**src/rtl/seg_scan_decoder.sv**
```systemverilog
// Receive side of a multiplexed 4-digit 7-segment scan: debounces each digit select,
// decodes segment patterns back to nibbles and publishes complete 16-bit frames.
module seg_scan_decoder #(
    parameter int unsigned STABLE_CYCLES = 4,
    parameter int unsigned TIMEOUT       = 1 << 20
) (
    input  logic        clk,
    input  logic        rst,
    input  logic [3:0]  AN,
    input  logic [7:0]  SEG,
    output logic [15:0] value,
    output logic [3:0]  points,
    output logic        frame_valid,
    output logic        frame_err,
    output logic        value_changed,
    output logic        stalled
);

    localparam int unsigned CW = (STABLE_CYCLES > 1) ? $clog2(STABLE_CYCLES + 1) : 1;
    localparam int unsigned TW = $clog2(TIMEOUT + 1);

    typedef enum logic [1:0] {WAIT_SEL, SETTLE, LATCHED} state_t;

    state_t        state_q, state_d;
    logic [3:0]    an_q;
    logic [7:0]    seg_q;
    logic [11:0]   prev_q, prev_d;
    logic [CW-1:0] cnt_q, cnt_d, cnt_inc;
    logic [TW-1:0] tmo_q, tmo_d, tmo_inc;
    logic [15:0]   digit_q, digit_d, value_q, value_d;
    logic [3:0]    dp_q, dp_d, points_q, points_d;
    logic [3:0]    seen_q, seen_d;
    logic          err_q, err_d;
    logic          frame_valid_q, frame_valid_d, frame_err_q, frame_err_d;
    logic          value_changed_q, value_changed_d, stalled_q, stalled_d;

    logic          changed, onehot, start, accept, complete;
    logic [1:0]    sel;
    logic [4:0]    dec;

    // Returns {decodable, nibble} for an active-high gfedcba pattern.
    function automatic logic [4:0] decode(input logic [6:0] pat);
        case (pat)
            7'h3F: decode = 5'h10;  7'h06: decode = 5'h11;
            7'h5B: decode = 5'h12;  7'h4F: decode = 5'h13;
            7'h66: decode = 5'h14;  7'h6D: decode = 5'h15;
            7'h7D: decode = 5'h16;  7'h07: decode = 5'h17;
            7'h7F: decode = 5'h18;  7'h6F: decode = 5'h19;
            7'h77: decode = 5'h1A;  7'h7C: decode = 5'h1B;
            7'h39: decode = 5'h1C;  7'h5E: decode = 5'h1D;
            7'h79: decode = 5'h1E;  7'h71: decode = 5'h1F;
            default: decode = 5'h00;
        endcase
    endfunction

    always_comb begin
        prev_d  = {an_q, seg_q};
        changed = ({an_q, seg_q} != prev_q);
        onehot  = 1'b1;
        sel     = 2'd0;
        case (an_q)
            4'b1110: sel = 2'd0;
            4'b1101: sel = 2'd1;
            4'b1011: sel = 2'd2;
            4'b0111: sel = 2'd3;
            default: onehot = 1'b0;
        endcase
        dec     = decode(~seg_q[6:0]);
        cnt_inc = cnt_q + CW'(1);

        state_d = state_q;
        cnt_d   = cnt_q;
        start   = 1'b0;
        accept  = 1'b0;
        case (state_q)
            WAIT_SEL: start = onehot;
            SETTLE: begin
                if (!changed) begin
                    cnt_d = cnt_inc;
                    if (cnt_inc == CW'(STABLE_CYCLES)) begin
                        accept  = 1'b1;
                        cnt_d   = '0;
                        state_d = LATCHED;
                    end
                end else if (onehot) begin
                    start = 1'b1;
                end else begin
                    state_d = WAIT_SEL;
                end
            end
            LATCHED: begin
                if (changed) begin
                    if (onehot) start = 1'b1;
                    else        state_d = WAIT_SEL;
                end
            end
            default: state_d = WAIT_SEL;
        endcase
        if (start) begin
            if (STABLE_CYCLES <= 1) begin
                accept  = 1'b1;
                state_d = LATCHED;
            end else begin
                cnt_d   = CW'(1);
                state_d = SETTLE;
            end
        end

        // Completion clears the frame first so an accept in the same cycle seeds the next one.
        complete  = (seen_q == 4'b1111);
        seen_d    = complete ? 4'b0000 : seen_q;
        err_d     = complete ? 1'b0 : err_q;
        digit_d   = digit_q;
        dp_d      = dp_q;
        stalled_d = stalled_q;
        tmo_inc   = tmo_q + TW'(1);
        tmo_d     = tmo_q;

        if (accept) begin
            tmo_d     = '0;
            stalled_d = 1'b0;
            digit_d[{sel, 2'b00} +: 4] = dec[4] ? dec[3:0] : 4'h0;
            dp_d[sel]   = ~seg_q[7];
            seen_d[sel] = 1'b1;
            if (!dec[4]) err_d = 1'b1;
        end else if (tmo_q != TW'(TIMEOUT)) begin
            tmo_d = tmo_inc;
            if (tmo_inc == TW'(TIMEOUT)) begin
                seen_d    = 4'b0000;
                err_d     = 1'b0;
                stalled_d = 1'b1;
            end
        end

        frame_valid_d   = complete && !err_q;
        frame_err_d     = complete && err_q;
        value_changed_d = frame_valid_d && (digit_q != value_q);
        value_d         = frame_valid_d ? digit_q : value_q;
        points_d        = frame_valid_d ? dp_q : points_q;
    end

    always_ff @(posedge clk) begin
        if (rst) begin
            an_q            <= '1;
            seg_q           <= '1;
            prev_q          <= '1;
            state_q         <= WAIT_SEL;
            cnt_q           <= '0;
            tmo_q           <= '0;
            digit_q         <= '0;
            dp_q            <= '0;
            seen_q          <= '0;
            err_q           <= 1'b0;
            value_q         <= '0;
            points_q        <= '0;
            frame_valid_q   <= 1'b0;
            frame_err_q     <= 1'b0;
            value_changed_q <= 1'b0;
            stalled_q       <= 1'b0;
        end else begin
            an_q            <= AN;
            seg_q           <= SEG;
            prev_q          <= prev_d;
            state_q         <= state_d;
            cnt_q           <= cnt_d;
            tmo_q           <= tmo_d;
            digit_q         <= digit_d;
            dp_q            <= dp_d;
            seen_q          <= seen_d;
            err_q           <= err_d;
            value_q         <= value_d;
            points_q        <= points_d;
            frame_valid_q   <= frame_valid_d;
            frame_err_q     <= frame_err_d;
            value_changed_q <= value_changed_d;
            stalled_q       <= stalled_d;
        end
    end

    assign value         = value_q;
    assign points        = points_q;
    assign frame_valid   = frame_valid_q;
    assign frame_err     = frame_err_q;
    assign value_changed = value_changed_q;
    assign stalled       = stalled_q;

endmodule

```
**config.mk**
```make
export PLATFORM = sky130hd
export DESIGN_NAME = seg_scan_decoder
export DESIGN_NICKNAME = d
export VERILOG_FILES = /design/src/rtl/seg_scan_decoder.sv
export SDC_FILE = /design/constraint.sdc
export NUM_CORES = 1
export LEC_CHECK = 0
export ABC_AREA = 0
export CELL_PAD_IN_SITES_DETAIL_PLACEMENT = 1
export CELL_PAD_IN_SITES_GLOBAL_PLACEMENT = 2
export CORE_ASPECT_RATIO = 1.75
export CORE_MARGIN = 5
export CORE_UTILIZATION = 36
export CTS_CLUSTER_DIAMETER = 80
export DETAILED_ROUTE_END_ITERATION = 16
export PLACE_DENSITY = 0.78
export SETUP_SLACK_MARGIN = 0.2
export SYNTH_ARGS = -nofsm -noshare
export SYNTH_HDL_FRONTEND = slang
export SYNTH_SLANG_ARGS = --single-unit
```
**constraint.sdc**
```tcl
create_clock -name clk -period 2.65 [get_ports clk]
set_input_delay 0.53 -clock clk [delete_from_list [all_inputs] [get_ports clk]]
set_output_delay 0.53 -clock clk [all_outputs]
set_load 0.05 [all_outputs]
```
# After elaboration in Yosys (flattened, before gate mapping)
# Cells that the tools add are included.
# word_totals
regBits,99
in_bits,14
output_inout_bits,24
elab_cells,113
# classes
add_sub_neg,3
order_cmp,2
eq_ne,34
shift,2
n_mux,33
n_bitwise,5
reduce_logical,16
# ops
op,n
"equality test 7 bit, second input constant",12
one-hot mux 5 bit (16 select lines),1
"adder 21 x 1 -> 21 bit, second input constant",1
"equality test 21 bit, second input constant",1
"inequality test 21 bit, second input constant",1
2-to-1 mux 4 bit,5
bitwise mux 16 bit,1
"equality test 4 bit, second input constant",4
2-to-1 mux 1 bit,16
inequality test 16 bit,1
"variable shift 4 x 6 -> 16 bit, first input constant",1
indexed part select 4 x 6 -> 16 bit,1
"equality test 7 x 3 -> 1 bit, second input constant",2
"equality test 7 x 6 -> 1 bit, second input constant",2
inequality test 12 bit,1
one-hot mux 2 bit (3 select lines),2
2-to-1 mux 2 bit,4
NOT 7 bit,1
"inequality test 3 bit, second input constant",2
negation 4 -> 6 bit,1
AND reduction 2 bit,3
AND reduction 3 bit,2
OR reduction 2 bit,3
bitwise mux 4 bit,1
20 further kinds,26

# Depth between registers and ports, before layout
# Gate-level depths: netlist of run 1.
# logic_depth
word_depth,8
depth_mapped,9
mapped_depth_nobuf,8

# Worst setup path before layout of run 1
# Ideal clock, no wire load.
# synth_timing
path_kind,register to register
startpoint,register tmo_q[1]
endpoint,register stalled_q (netlist: stalled)
setup_time_ps,70
arrival_ps,2284
required_time_ps,2580
setup_slack_ps,296
stages_incl_launch_ff,9
path_buffers,1
period_less_slack_ps,2354
cell_sequence,dfxtp_1 > ha_1 > buf_4 > nand4_4 > nor4_4 > and4b_1 > a2bb2o_4 > or4_1 > a21oi_1
# synth_via
elab_chain_len,3
elab_cells_between_ends,4
classes_between,add/sub (1); eq/ne (2); reduce/logical (1)
# synth_rtl
item,line,source
from (decl),29,"logic [TW-1:0] tmo_q, tmo_d, tmo_inc;"
from (signal assigned),166,tmo_q <= tmo_d;
adder 21 x 1 -> 21 bit,116,tmo_inc = tmo_q + TW'(1);
equality test 21 bit,128,if (tmo_inc == TW'(TIMEOUT)) begin
AND reduction 2 bit (no line) (*),-,
to (signal assigned),176,stalled_q <= stalled_d;
to (decl),35,"logic value_changed_q, value_changed_d, stalled_q, stalled_d;"
# Mark *: on every way between the ends. The rest lies on a longest branch, timed or not.
# A chain may end at the register's enable or synchronous reset.

# Worst setup path after layout of run 1
# Same ends and word-level chain as after synthesis.

==> run_summary.xml, run 1 <==
<?xml version="1.0" encoding="UTF-8"?>
<metrics>
  <group name="final_layout">
    <metric name="multi_input_gate_area_in_the_final_layout" unit="um2">2810</metric>
    <metric name="area_taken_by_flip_flops_and_latches" unit="um2">1990</metric>
    <metric name="final_antenna_diode_count" unit="">0</metric>
    <metric name="layout-drive-gt1-share" unit="%">14.0</metric>
    <metric name="final.fill_count" unit="">1658</metric>
    <metric name="area_added_between_synthesis_and_finish" unit="%">17.4</metric>
    <metric name="num-nets-final" unit="">639</metric>
  </group>
  <group name="setup_path">
    <metric name="critPathArrivalTime" unit="ps">2700</metric>
    <metric name="worst_ep_required_time" unit="ps">2920</metric>
    <metric name="timing.critical_path.to_type" unit="">flip-flop</metric>
    <metric name="worst_setup_path_start_kind" unit="">flip-flop</metric>
    <metric name="timing_worst_setup_path_type" unit="">reg -&gt; reg</metric>
    <metric name="worst-r2r-setup-slack" unit="ps">220</metric>
    <metric name="worst-path-max-fanout" unit="">9</metric>
  </group>
  <group name="grt">
    <metric name="met1_usage" unit="%">15.9</metric>
    <metric name="grt.busiest_layer" unit="">met2</metric>
    <metric name="via_count_of_the_first_global_routing_pass" unit="">4434</metric>
    <metric name="antenna_found_initial" unit="">0</metric>
    <metric name="grt.overflow.total" unit="">0</metric>
    <metric name="grt_first_pass_wirelength" unit="um">21700</metric>
    <metric name="pin_count_of_the_biggest_net_entering_global_routing" unit="">42</metric>
    <metric name="global_route.usage.met3" unit="%">2.61</metric>
    <metric name="globalRouteTotalUtil" unit="%">16.5</metric>
    <metric name="grtUsageMet2" unit="%">32.6</metric>
  </group>
  <group name="detailed_routing">
    <metric name="route.final.wire_length" unit="um">13000</metric>
    <metric name="drt.antenna.violating_nets" unit="">0</metric>
    <metric name="drt_iter0_drc" unit="">128</metric>
    <metric name="via_per_inst" unit="">5.29</metric>
    <metric name="drt_drc_violations_left" unit="">0</metric>
    <metric name="firstDrtPassIters" unit="">4</metric>
    <metric name="routed_wire_length_per_instance" unit="um">16.5</metric>
    <metric name="number_of_vias_in_the_routed_layout" unit="">4183</metric>
  </group>
  <group name="timing">
    <metric name="final.period_utilization" unit="%">91.8</metric>
    <metric name="total_negative_setup_slacks" unit="ps">0</metric>
    <metric name="rsz0062_at_grt" unit="">no</metric>
    <metric name="final_worst_setup_slack" unit="ps">216</metric>
    <metric name="timing_worst_slew_pin_value" unit="ps">587</metric>
    <metric name="setup_viol" unit="">0</metric>
    <metric name="finalHoldViolCount" unit="">0</metric>
    <metric name="maxSlewHeadroom" unit="%">60.4</metric>
    <metric name="worst_hold_slack" unit="ps">458</metric>
    <metric name="final-max-slew-violation-count" unit="">0</metric>
    <metric name="timing.final.crit_period" unit="ps">2430</metric>
    <metric name="max_freq" unit="MHz">411</metric>
    <metric name="timing.clock.skew" unit="ps">5.52</metric>
  </group>
  <group name="synth">
    <metric name="synth.net_count" unit="">611</metric>
    <metric name="synth.area.top_cells" unit="">sky130_fd_sc_hd__dfxtp_1, sky130_fd_sc_hd__xnor2_1, sky130_fd_sc_hd__nand2_1</metric>
    <metric name="ys_types" unit="">64</metric>
    <metric name="synthesis_warning_total" unit="">0</metric>
    <metric name="most_instantiated_library_cell_after_synthesis" unit="">sky130_fd_sc_hd__dfxtp_1</metric>
    <metric name="synth_edf_count" unit="">0</metric>
    <metric name="ys_top_cells_by_count" unit="">sky130_fd_sc_hd__dfxtp_1, sky130_fd_sc_hd__nand2_1, sky130_fd_sc_hd__a21oi_1, sky130_fd_sc_hd__xnor2_1, sky130_fd_sc_hd__nor2_1</metric>
    <metric name="synth_top_cell_area_share" unit="%">39.8</metric>
    <metric name="yosys_register_bits" unit="">99</metric>
    <metric name="async_flop_share" unit="%">0</metric>
    <metric name="postSynthCellCount" unit="">580</metric>
    <metric name="cell_area_after_synthesis" unit="um2">4970</metric>
    <metric name="synth_sequential_area_ratio" unit="%">39.8</metric>
    <metric name="dominant_cell_type_by_area_after_synthesis" unit="">sky130_fd_sc_hd__dfxtp_1</metric>
    <metric name="synth.avg_cell_area" unit="um2">8.58</metric>
    <metric name="synth_flop_cell" unit="">sky130_fd_sc_hd__dfxtp_1</metric>
  </group>
  <group name="placed_design">
    <metric name="place.port_buffers" unit="">37</metric>
    <metric name="place_congestion" unit="">0.904</metric>
    <metric name="place.detailed.hpwl" unit="um">10100</metric>
    <metric name="preCtsSetupSlack" unit="ps">53.3</metric>
  </group>
  <group name="power">
    <metric name="power.density" unit="nW/um2">510</metric>
    <metric name="power.share.sequential" unit="%">52.1</metric>
    <metric name="power_switching" unit="uW">725</metric>
    <metric name="cell_internal_pwr" unit="mW">2.26</metric>
    <metric name="total_leakage_power" unit="nW">2.05</metric>
    <metric name="power.clock.fraction" unit="%">40.4</metric>
    <metric name="totalPowerFinal" unit="mW">2.98</metric>
    <metric name="power.combinational.fraction" unit="%">7.5</metric>
    <metric name="vdd_drop_max" unit="V">0.000268</metric>
    <metric name="swShare" unit="%">24.3</metric>
  </group>
  <group name="status">
    <metric name="outcome" unit="">finished, final reports clean</metric>
  </group>
  <group name="clocking">
    <metric name="count_of_clock_tree_sinks" unit="">99</metric>
    <metric name="cts_made_buffers" unit="">9</metric>
    <metric name="htree_levels" unit="">3</metric>
    <metric name="cts_tree" unit="">yes</metric>
    <metric name="cts_root_buf" unit="">sky130_fd_sc_hd__clkbuf_16</metric>
    <metric name="path_clk_slew" unit="ps">70</metric>
    <metric name="clkLatencyLatePin" unit="ps">330</metric>
    <metric name="postCtsHoldBufs" unit="">0</metric>
    <metric name="ctsLongestPathBuffers" unit="">2</metric>
  </group>
  <group name="die">
    <metric name="die_h" unit="um">165</metric>
    <metric name="floorplan.die_area" unit="um2">16400</metric>
    <metric name="floorplan.initialDensity" unit="%">36.1</metric>
    <metric name="design.core.area" unit="um2">13800</metric>
    <metric name="floorplan.die.width" unit="um">98.9</metric>
    <metric name="std_cell_rows" unit="">57</metric>
    <metric name="boundaryPins" unit="">38</metric>
  </group>
  <group name="worst_hold_path">
    <metric name="min_delay_path_class" unit="">reg -&gt; reg</metric>
  </group>
  <group name="job">
    <metric name="max_cap_viol_count" unit="">0</metric>
  </group>
</metrics>
-- cell usage in the layout, fill, tap and decap left out, types with 18 or more instances in the layout --
cell / n
sky130_fd_sc_hd__nor3_1: 21
sky130_fd_sc_hd__clkdlybuf4s50_1: 36
sky130_fd_sc_hd__a21oi_1: 48
sky130_fd_sc_hd__or2_2: 29
sky130_fd_sc_hd__xnor2_1: 41
sky130_fd_sc_hd__nand2_1: 77
sky130_fd_sc_hd__dfxtp_1: 94
sky130_fd_sc_hd__buf_4: 18
sky130_fd_sc_hd__nor2_1: 40
sky130_fd_sc_hd__nand4_1: 33
-- state kept, by name (all words and copies together) (netlist names), 4 cells and up --
signal and flops:
tmo_q 21, dp_q 4, seg_q 8, points 4, an_q 4, prev_q 12
digit_q 16, seen_q 4, value 16
-- worst max-delay path, stage by stage, from the launching register on --
cell and delay (ps):
sky130_fd_sc_hd__dfxtp_4 390, sky130_fd_sc_hd__ha_2 220, sky130_fd_sc_hd__nand4_4 170, sky130_fd_sc_hd__or3_4 460, sky130_fd_sc_hd__nor4_4 280, sky130_fd_sc_hd__o22ai_1 170, sky130_fd_sc_hd__or4_1 520, sky130_fd_sc_hd__a21oi_1 150
-- area by class of cell --
cell class	count	area share [%]
clock inverters	5	0.664
multi-input cells	431	48.1
well taps	177	3.79
clock buffers	11	3.98
inverters	12	0.771
repair buffers	55	8.57
flip-flops and latches	99	34.1
-- final timing paths --
kind	startpoint	to	cells after the start
worst max-delay path	tmo_q[1]$_SDFFE_PP0N_	stalled$_SDFFE_PP0P_	7
worst min-delay path	dp_q[2]$_SDFFE_PP0P_	points[2]$_SDFFE_PP0P_	2
worst max register to register	tmo_q[1]$_SDFFE_PP0N_	stalled$_SDFFE_PP0P_	7
worst min register to register	dp_q[2]$_SDFFE_PP0P_	points[2]$_SDFFE_PP0P_	2
-- routing by layer --
layer / vias to the layer above / routed length (um) / part of all wire, %
met3: 32 / 294 / 2.3
met5: - / 0 / 0
met2: 59 / 7530 / 58
li1: 2072 / - / -
met4: 0 / 546 / 4.2
met1: 2020 / 4660 / 36
-- cells by family after synthesis --
family,synth area share (%)
AND/OR/NAND/NOR,29.2
flip-flops,39.8
AO/OA/AOI/OAI,11.6
XOR/XNOR,9.33
buffers and inverters,4.33
adder cells (fa/ha/maj),4.28
multiplexers,1.43
-- power by group through the flow --
stage	clock network (mW)	logic (mW)	registers (mW)
detailed placement	0	0.225	1.59
floorplan	0	0.165	1.57
finish	1.20	0.224	1.55
global placement	0	0.218	1.58
CTS	1.26	0.226	1.55
global route	1.31	0.251	1.56
-- stage by stage --
stage	instance area, um2	std cells	util (%)
after floorplan	4970	580	-
after global placement	5520	772	40.1
after detailed placement	5520	772	40.1
after CTS	5810	788	42.2
after global routing	5840	790	42.4
final	5840	790	42.4
-- what timing repair did --
| action | 4_1_cts | 5_1_grt |
|---|---|---|
| cloned | 0 | 0 |
| endpoints found under the hold margin | 0 | 0 |
| pin swaps | 0 | 2 |
| resized for setup | 4 | 7 |
| setup buffers | 0 | 2 |
| setup endpoints to repair | 6 | 8 |
(Power assumes the default switching activity.)
==> run 2: changes to the inputs <==
- ABC_AREA: 0 -> 1
- CORE_UTILIZATION: 36 -> 33
- PLACE_DENSITY: 0.78 -> 0.77
==> run 2 against run 1 <==
Clock-buffer cell count fell by 2. Routed wire length rose by 17%. Critical path type unchanged. Register-to-register slack improved by 270 ps.
==> run_summary.xml, run 2 <==
<?xml version="1.0" encoding="UTF-8"?>
<metrics>
  <group name="synth">
    <metric name="compound_cell_area_share_of_the_yosys_netlist" unit="%">8.59</metric>
    <metric name="ys_types" unit="">38</metric>
    <metric name="synth_sequential_area_ratio" unit="%">38.5</metric>
    <metric name="synth_top_family_by_area" unit="">simple AND/OR/NAND/NOR gates</metric>
    <metric name="synth_edf_count" unit="">0</metric>
    <metric name="synthSimpleGateAreaFrac" unit="%">36.7</metric>
    <metric name="most_instantiated_library_cell_after_synthesis" unit="">sky130_fd_sc_hd__nand2_1</metric>
    <metric name="cell_area_after_synthesis" unit="um2">5140</metric>
    <metric name="synthesis_warning_total" unit="">0</metric>
    <metric name="ys_top_cells_by_count" unit="">sky130_fd_sc_hd__nand2_1, sky130_fd_sc_hd__nor2_1, sky130_fd_sc_hd__dfxtp_1, sky130_fd_sc_hd__inv_1, sky130_fd_sc_hd__nand3_1</metric>
    <metric name="synth.area.top_cells" unit="">sky130_fd_sc_hd__dfxtp_1, sky130_fd_sc_hd__nand2_1, sky130_fd_sc_hd__nor2_1</metric>
    <metric name="synth_fa_ha_area_share" unit="%">4.14</metric>
    <metric name="xor_xnor_fraction_of_synth_area" unit="%">4.77</metric>
    <metric name="postSynthCellCount" unit="">735</metric>
    <metric name="async_flop_share" unit="%">0</metric>
    <metric name="synth_flop_cell" unit="">sky130_fd_sc_hd__dfxtp_1</metric>
    <metric name="synth_top_cell_area_share" unit="%">38.5</metric>
    <metric name="synth.net_count" unit="">766</metric>
    <metric name="proportion_of_synthesized_area_in_mux_cells" unit="%">0</metric>
    <metric name="synth.avg_cell_area" unit="um2">7.00</metric>
    <metric name="yosys_register_bits" unit="">99</metric>
    <metric name="dominant_cell_type_by_area_after_synthesis" unit="">sky130_fd_sc_hd__dfxtp_1</metric>
  </group>
  <group name="power">
    <metric name="total_leakage_power" unit="nW">2.71</metric>
    <metric name="power.density" unit="nW/um2">526</metric>
    <metric name="totalPowerFinal" unit="mW">3.19</metric>
    <metric name="vdd_drop_max" unit="V">0.000254</metric>
  </group>
  <group name="final_layout">
    <metric name="largest_reg_flops" unit="">21</metric>
    <metric name="layout-drive-gt1-share" unit="%">9.10</metric>
    <metric name="num-nets-final" unit="">806</metric>
    <metric name="layout_common_cells" unit="">sky130_fd_sc_hd__nand2_1, sky130_fd_sc_hd__nor2_1, sky130_fd_sc_hd__dfxtp_1, sky130_fd_sc_hd__inv_1, sky130_fd_sc_hd__nand3_1</metric>
    <metric name="finish.utilization" unit="%">39.3</metric>
    <metric name="regMostFlops" unit="">tmo_q</metric>
    <metric name="leading_cell_type_in_the_layout_fill_and_taps_excluded" unit="">sky130_fd_sc_hd__nand2_1</metric>
    <metric name="multi_input_gate_area_in_the_final_layout" unit="um2">2790</metric>
    <metric name="finish.instance_area" unit="um2">6050</metric>
    <metric name="final.fill_count" unit="">1953</metric>
    <metric name="area_taken_by_flip_flops_and_latches" unit="um2">1980</metric>
    <metric name="final_antenna_diode_count" unit="">0</metric>
    <metric name="area_added_between_synthesis_and_finish" unit="%">17.7</metric>
    <metric name="finish.cell_count_without_fillers" unit="">966</metric>
  </group>
  <group name="setup_path">
    <metric name="worstSetupStartpoint" unit="">an_q[0]$_SDFF_PP1_</metric>
    <metric name="worst_setup_path_endpoint" unit="">digit_q[3]$_SDFFE_PP0P_</metric>
    <metric name="worst_setup_path_start_kind" unit="">flip-flop</metric>
    <metric name="critPathArrivalTime" unit="ps">2450</metric>
    <metric name="worst-r2r-cell-count" unit="">9</metric>
    <metric name="max_stage_delay" unit="ps">420</metric>
    <metric name="worst-path-max-fanout" unit="">7</metric>
    <metric name="critical_path.cell_chain" unit="">nand2_1, nor3_1, a31oi_2, ha_1, inv_1, nand2_1, a31oi_1, o21ai_0, nor2_1</metric>
    <metric name="timing.critical_path.to_type" unit="">flip-flop</metric>
    <metric name="worst-r2r-setup-slack" unit="ps">490</metric>
    <metric name="cp_common_cell" unit="">sky130_fd_sc_hd__nand2_1</metric>
    <metric name="worst_ep_required_time" unit="ps">2940</metric>
    <metric name="reg2reg_from" unit="">an_q[0]$_SDFF_PP1_</metric>
    <metric name="slowest_stage" unit="">sky130_fd_sc_hd__dfxtp_1</metric>
    <metric name="timing_worst_setup_path_type" unit="">reg -&gt; reg</metric>
    <metric name="crit-reg2reg-capture" unit="">digit_q[3]$_SDFFE_PP0P_</metric>
  </group>
  <group name="timing">
    <metric name="maxSlewHeadroom" unit="%">57.0</metric>
    <metric name="final-max-slew-violation-count" unit="">0</metric>
    <metric name="max_freq" unit="MHz">462</metric>
    <metric name="total_negative_setup_slacks" unit="ps">0</metric>
    <metric name="timing.final.crit_period" unit="ps">2160</metric>
    <metric name="final.period_utilization" unit="%">81.6</metric>
    <metric name="worst_hold_slack" unit="ps">479</metric>
    <metric name="timing_worst_slew_pin_value" unit="ps">644</metric>
    <metric name="final_worst_setup_slack" unit="ps">488</metric>
    <metric name="setup_viol" unit="">0</metric>
    <metric name="finalHoldViolCount" unit="">0</metric>
    <metric name="timing.clock.skew" unit="ps">11.8</metric>
    <metric name="rsz0062_at_grt" unit="">no</metric>
  </group>
  <group name="die">
    <metric name="floorplan.die_area" unit="um2">18300</metric>
    <metric name="design.core.area" unit="um2">15400</metric>
    <metric name="boundaryPins" unit="">38</metric>
    <metric name="std_cell_rows" unit="">60</metric>
    <metric name="floorplan.die.width" unit="um">104</metric>
    <metric name="floorplan.initialDensity" unit="%">33.4</metric>
    <metric name="die_h" unit="um">175</metric>
  </group>
  <group name="placed_design">
    <metric name="place.detailed.hpwl" unit="um">12400</metric>
    <metric name="place_area" unit="um2">5730</metric>
    <metric name="place.port_buffers" unit="">37</metric>
    <metric name="place_congestion" unit="">0.813</metric>
    <metric name="dp_cells" unit="">950</metric>
    <metric name="preCtsSetupSlack" unit="ps">342</metric>
  </group>
  <group name="grt">
    <metric name="pin_count_of_the_biggest_net_entering_global_routing" unit="">33</metric>
    <metric name="globalRouteTotalUtil" unit="%">17.1</metric>
    <metric name="grt_first_pass_wirelength" unit="um">25200</metric>
    <metric name="antenna_found_initial" unit="">0</metric>
    <metric name="grt.overflow.total" unit="">0</metric>
    <metric name="via_count_of_the_first_global_routing_pass" unit="">5134</metric>
  </group>
  <group name="detailed_routing">
    <metric name="via_per_inst" unit="">4.92</metric>
    <metric name="drt_drc_violations_left" unit="">0</metric>
    <metric name="routed_wire_length_per_instance" unit="um">15.7</metric>
    <metric name="firstDrtPassIters" unit="">4</metric>
    <metric name="route.final.wire_length" unit="um">15200</metric>
    <metric name="drt.antenna.violating_nets" unit="">0</metric>
    <metric name="drt_iter0_drc" unit="">98</metric>
    <metric name="number_of_vias_in_the_routed_layout" unit="">4748</metric>
  </group>
  <group name="status">
    <metric name="outcome" unit="">finished, final reports clean</metric>
  </group>
  <group name="worst_hold_path">
    <metric name="min_delay_path_class" unit="">reg -&gt; reg</metric>
  </group>
  <group name="clocking">
    <metric name="count_of_clock_tree_sinks" unit="">99</metric>
    <metric name="post_cts.repair.setup_buffers" unit="">0</metric>
    <metric name="cts_made_buffers" unit="">9</metric>
    <metric name="cts_root_buf" unit="">sky130_fd_sc_hd__clkbuf_16</metric>
    <metric name="ctsLongestPathBuffers" unit="">2</metric>
    <metric name="htree_levels" unit="">3</metric>
    <metric name="path_clk_slew" unit="ps">80</metric>
    <metric name="cts_tree" unit="">yes</metric>
    <metric name="clkLatencyLatePin" unit="ps">350</metric>
  </group>
  <group name="job">
    <metric name="max_cap_viol_count" unit="">0</metric>
  </group>
</metrics>
[run 2: what timing repair did]
item                                    in CTS  in global routing
hold buffers                                 0                  0
resized for setup                            0                  1
endpoints found under the setup margin       0                  2
[run 2: area by class of cell]
cell class,count,area share (%)
clock buffer,9,3.72
clock inverter,7,1.55
inverter,81,5.02
multi-input combinational,540,46.1
sequential,99,32.7
tap,186,3.84
timing repair buffer,44,6.98
[run 2: power breakdown]
part           internal (mW)  switching (mW)  leakage [nW]  total (mW)
logic                 0.0874           0.156          1.75       0.243
registers               1.51          0.0265         0.804        1.54
clock network          0.760           0.645         0.153        1.40
total                   2.36           0.827          2.71        3.19
[run 2: logic make-up after synthesis]
| group | after synthesis |
|---|---|
| xor+xnor | 28 |
| compound gates | 85 |
| flops | 99 |
| buf+inv | 96 |
| simple gates | 410 |
| fa+ha+maj | 17 |
[run 2: worst min path at each step]
stage | startpoint | depth (start not counted) | to
global placement | cnt_q[1]$_SDFFE_PP0P_ | 2 | cnt_q[1]$_SDFFE_PP0P_
finish | digit_q[14]$_SDFFE_PP0P_ | 2 | digit_q[14]$_SDFFE_PP0P_
CTS | digit_q[14]$_SDFFE_PP0P_ | 2 | digit_q[14]$_SDFFE_PP0P_
detailed placement | digit_q[14]$_SDFFE_PP0P_ | 2 | digit_q[14]$_SDFFE_PP0P_
floorplan | err_q$_SDFF_PP0_ | 2 | frame_err$_SDFF_PP0_
global route | cnt_q[1]$_SDFFE_PP0P_ | 2 | cnt_q[1]$_SDFFE_PP0P_
[run 2: worst max-delay path, delay by kind of cell, from the launching register on]
kind | cells | cell delay (ps)
AOI/OAI and AO/OA | 3 | 500
DFF | 1 | 420
and+or+nand+nor | 4 | 560
adders and majority gates | 1 | 420
buffers and inverters | 1 | 200
[run 2: layer usage]
metal / GRT usage (%) / wire length (um) / vias up
met1: 16.0 / 5600 / 2271
li1: - / - / 2413
met4: 5.13 / 298 / 0
met2: 36.5 / 9070 / 47
met5: 0 / 0 / -
met3: 2.00 / 216 / 17
==> run 3: changes to the inputs <==
- clock period: 2.65 -> 2.1 ns (I/O delays scaled with it)
==> run 3 against run 2 <==
Sequential cell count is the same. Largest power group unchanged. Utilization grew 1.9 points. First-iteration DRC count grew 3.1%. Largest cell class unchanged. Register-to-register slack lost 260 ps. Cell count grew 1.4%. Clock-buffer cell count is the same. Sequential share of layout area shrank 1.1 points. Worst hold slack lost 5.7 ps.
==> run_summary.xml, run 3 (same netlist as run 2, synthesis figures left out) <==
<?xml version="1.0" encoding="UTF-8"?>
<metrics>
  <group name="placed_design">
    <metric name="place.port_buffers" unit="">37</metric>
    <metric name="place_congestion" unit="">0.833</metric>
    <metric name="place.detailed.hpwl" unit="um">12300</metric>
    <metric name="preCtsSetupSlack" unit="ps">29.5</metric>
  </group>
  <group name="clocking">
    <metric name="htree_levels" unit="">3</metric>
    <metric name="cts_made_buffers" unit="">9</metric>
    <metric name="cts_tree" unit="">yes</metric>
    <metric name="cts_root_buf" unit="">sky130_fd_sc_hd__clkbuf_16</metric>
    <metric name="count_of_clock_tree_sinks" unit="">99</metric>
    <metric name="path_clk_slew" unit="ps">80</metric>
    <metric name="ctsLongestPathBuffers" unit="">2</metric>
    <metric name="clkLatencyLatePin" unit="ps">360</metric>
  </group>
  <group name="detailed_routing">
    <metric name="routed.top_layer" unit="">met4</metric>
    <metric name="wl_met1" unit="um">5720</metric>
    <metric name="met2RoutedLength" unit="um">9160</metric>
    <metric name="number_of_vias_in_the_routed_layout" unit="">4831</metric>
    <metric name="routed_wire_length_per_instance" unit="um">15.8</metric>
    <metric name="route.final.wire_length" unit="um">15500</metric>
    <metric name="drt.antenna.violating_nets" unit="">0</metric>
    <metric name="drt_iter0_drc" unit="">101</metric>
    <metric name="via_per_inst" unit="">4.93</metric>
    <metric name="route.met3.wl" unit="um">288</metric>
    <metric name="drt_drc_violations_left" unit="">0</metric>
    <metric name="firstDrtPassIters" unit="">4</metric>
  </group>
  <group name="final_layout">
    <metric name="num-nets-final" unit="">820</metric>
    <metric name="layout_common_cells" unit="">sky130_fd_sc_hd__nand2_1, sky130_fd_sc_hd__nor2_1, sky130_fd_sc_hd__dfxtp_1, sky130_fd_sc_hd__inv_1, sky130_fd_sc_hd__a21oi_1</metric>
    <metric name="layout-drive-gt1-share" unit="%">17.4</metric>
    <metric name="regMostFlops" unit="">tmo_q</metric>
    <metric name="area_added_between_synthesis_and_finish" unit="%">23.3</metric>
    <metric name="largest_reg_flops" unit="">21</metric>
    <metric name="leading_cell_type_in_the_layout_fill_and_taps_excluded" unit="">sky130_fd_sc_hd__nand2_1</metric>
    <metric name="final_antenna_diode_count" unit="">0</metric>
  </group>
  <group name="die">
    <metric name="design.core.area" unit="um2">15400</metric>
    <metric name="floorplan.die_area" unit="um2">18300</metric>
    <metric name="boundaryPins" unit="">38</metric>
    <metric name="die_h" unit="um">175</metric>
    <metric name="std_cell_rows" unit="">60</metric>
    <metric name="floorplan.initialDensity" unit="%">33.4</metric>
    <metric name="floorplan.die.width" unit="um">104</metric>
  </group>
  <group name="setup_path">
    <metric name="timing.critical_path.to_type" unit="">flip-flop</metric>
    <metric name="reg2reg_from" unit="">tmo_q[1]$_SDFFE_PP0N_</metric>
    <metric name="worst-r2r-setup-slack" unit="ps">230</metric>
    <metric name="crit-reg2reg-capture" unit="">seen_q[0]$_SDFF_PP0_</metric>
    <metric name="worst_setup_path_start_kind" unit="">flip-flop</metric>
    <metric name="worst-r2r-cell-count" unit="">12</metric>
    <metric name="worst_ep_required_time" unit="ps">2350</metric>
    <metric name="timing_worst_setup_path_type" unit="">reg -&gt; reg</metric>
    <metric name="worst-path-max-fanout" unit="">7</metric>
    <metric name="critPathArrivalTime" unit="ps">2120</metric>
  </group>
  <group name="power">
    <metric name="vdd_drop_max" unit="V">0.000371</metric>
    <metric name="power_switching" unit="mW">1.11</metric>
    <metric name="power.density" unit="nW/um2">632</metric>
    <metric name="power.combinational.fraction" unit="%">8.9</metric>
    <metric name="swShare" unit="%">27.6</metric>
    <metric name="total_leakage_power" unit="nW">2.96</metric>
    <metric name="power.clock.fraction" unit="%">42.6</metric>
    <metric name="power.share.sequential" unit="%">48.5</metric>
    <metric name="cell_internal_pwr" unit="mW">2.90</metric>
  </group>
  <group name="grt">
    <metric name="pin_count_of_the_biggest_net_entering_global_routing" unit="">33</metric>
    <metric name="grt.overflow.total" unit="">0</metric>
    <metric name="antenna_found_initial" unit="">0</metric>
    <metric name="via_count_of_the_first_global_routing_pass" unit="">5117</metric>
    <metric name="globalRouteTotalUtil" unit="%">16.9</metric>
    <metric name="grt_first_pass_wirelength" unit="um">24900</metric>
  </group>
  <group name="timing">
    <metric name="rsz0062_at_grt" unit="">yes</metric>
    <metric name="max_freq" unit="MHz">535</metric>
    <metric name="final-max-slew-violation-count" unit="">0</metric>
    <metric name="total_negative_setup_slacks" unit="ps">0</metric>
    <metric name="finalHoldViolCount" unit="">0</metric>
    <metric name="maxSlewHeadroom" unit="%">61.4</metric>
    <metric name="final.period_utilization" unit="%">89.0</metric>
    <metric name="setup_viol" unit="">0</metric>
    <metric name="final_worst_setup_slack" unit="ps">231</metric>
    <metric name="timing.final.crit_period" unit="ps">1870</metric>
    <metric name="timing.clock.skew" unit="ps">15.5</metric>
    <metric name="timing_worst_slew_pin_value" unit="ps">581</metric>
  </group>
  <group name="worst_hold_path">
    <metric name="worstHoldEndpoint" unit="">cnt_q[1]$_SDFFE_PP0P_</metric>
    <metric name="min_delay_path_class" unit="">reg -&gt; reg</metric>
    <metric name="whs_path_depth" unit="">2</metric>
    <metric name="timing.hold.worst.start" unit="">cnt_q[1]$_SDFFE_PP0P_</metric>
  </group>
  <group name="job">
    <metric name="max_cap_viol_count" unit="">0</metric>
  </group>
  <group name="status">
    <metric name="outcome" unit="">finished, final reports clean</metric>
  </group>
</metrics>
## run 3: how the worst max path moves through the flow
stage | start | to | cells past startpoint
6_report | tmo_q[1]$_SDFFE_PP0N_ | seen_q[0]$_SDFF_PP0_ | 12
4_1_cts | tmo_q[0]$_SDFFE_PP0N_ | seen_q[3]$_SDFF_PP0_ | 14
3_5_place_dp | tmo_q[1]$_SDFFE_PP0N_ | seen_q[3]$_SDFF_PP0_ | 12
2_1_floorplan | an_q[1]$_SDFF_PP1_ | digit_q[1]$_SDFFE_PP0P_ | 8
5_1_grt | tmo_q[1]$_SDFFE_PP0N_ | err_q$_SDFF_PP0_ | 12
3_3_place_gp | tmo_q[1]$_SDFFE_PP0N_ | err_q$_SDFF_PP0_ | 12
## run 3: area by class of cell
type	count	area, um2
fill	1929	9050
clock inverter	7	81.3
multi-input combinational	540	2960
timing repair buffer	58	527
tap	186	233
clock buffer	9	225
sequential	99	2010
inverter	81	304
## run 3: what timing repair did
item | CTS | global route
setup endpoints to repair | 43 | 50
pin swaps | 2 | 12
resized for setup | 41 | 54
setup buffers | 1 | 8
hold buffers | 0 | 0
## run 3: routing by layer
layer / vias to the layer above / GRT usage, %
met5: - / 0
met4: 0 / 6.00
met3: 25 / 2.44
met2: 60 / 35.0
met1: 2306 / 16.1
li1: 2440 / -
## run 3: power by group through the flow
stage	logic (mW)	registers, mW	clock network [mW]
finish	0.355	1.95	1.71
global route	0.398	1.95	1.83
CTS	0.332	1.94	1.76
detailed placement	0.326	1.98	0
global placement	0.318	1.98	0
floorplan	0.215	1.98	0
## run 3: critical path, cell delays in order (launching register included)
cell and delay [ps]:
sky130_fd_sc_hd__dfxtp_4 390, sky130_fd_sc_hd__ha_4 170, sky130_fd_sc_hd__nand3_4 90, sky130_fd_sc_hd__nor2_4 220, sky130_fd_sc_hd__nand3_4 120, sky130_fd_sc_hd__nor2_4 110, sky130_fd_sc_hd__nand2_1 90, sky130_fd_sc_hd__nand2_2 110
sky130_fd_sc_hd__nand3_2 80, sky130_fd_sc_hd__nor2_2 100, sky130_fd_sc_hd__nand3_2 140, sky130_fd_sc_hd__nand2_1 100, sky130_fd_sc_hd__inv_1 40
## run 3: metrics by stage
step	hold WS (ps)	instances	area, um2	util (%)	power [mW]
2_1_floorplan	439	735	5140	-	2.19
5_1_grt	491	980	6340	41.2	4.18
3_3_place_gp	454	955	5780	37.6	2.30
3_5_place_dp	467	955	5780	37.6	2.31
4_1_cts	477	972	6120	39.7	4.04
6_report	473	980	6340	41.2	4.01
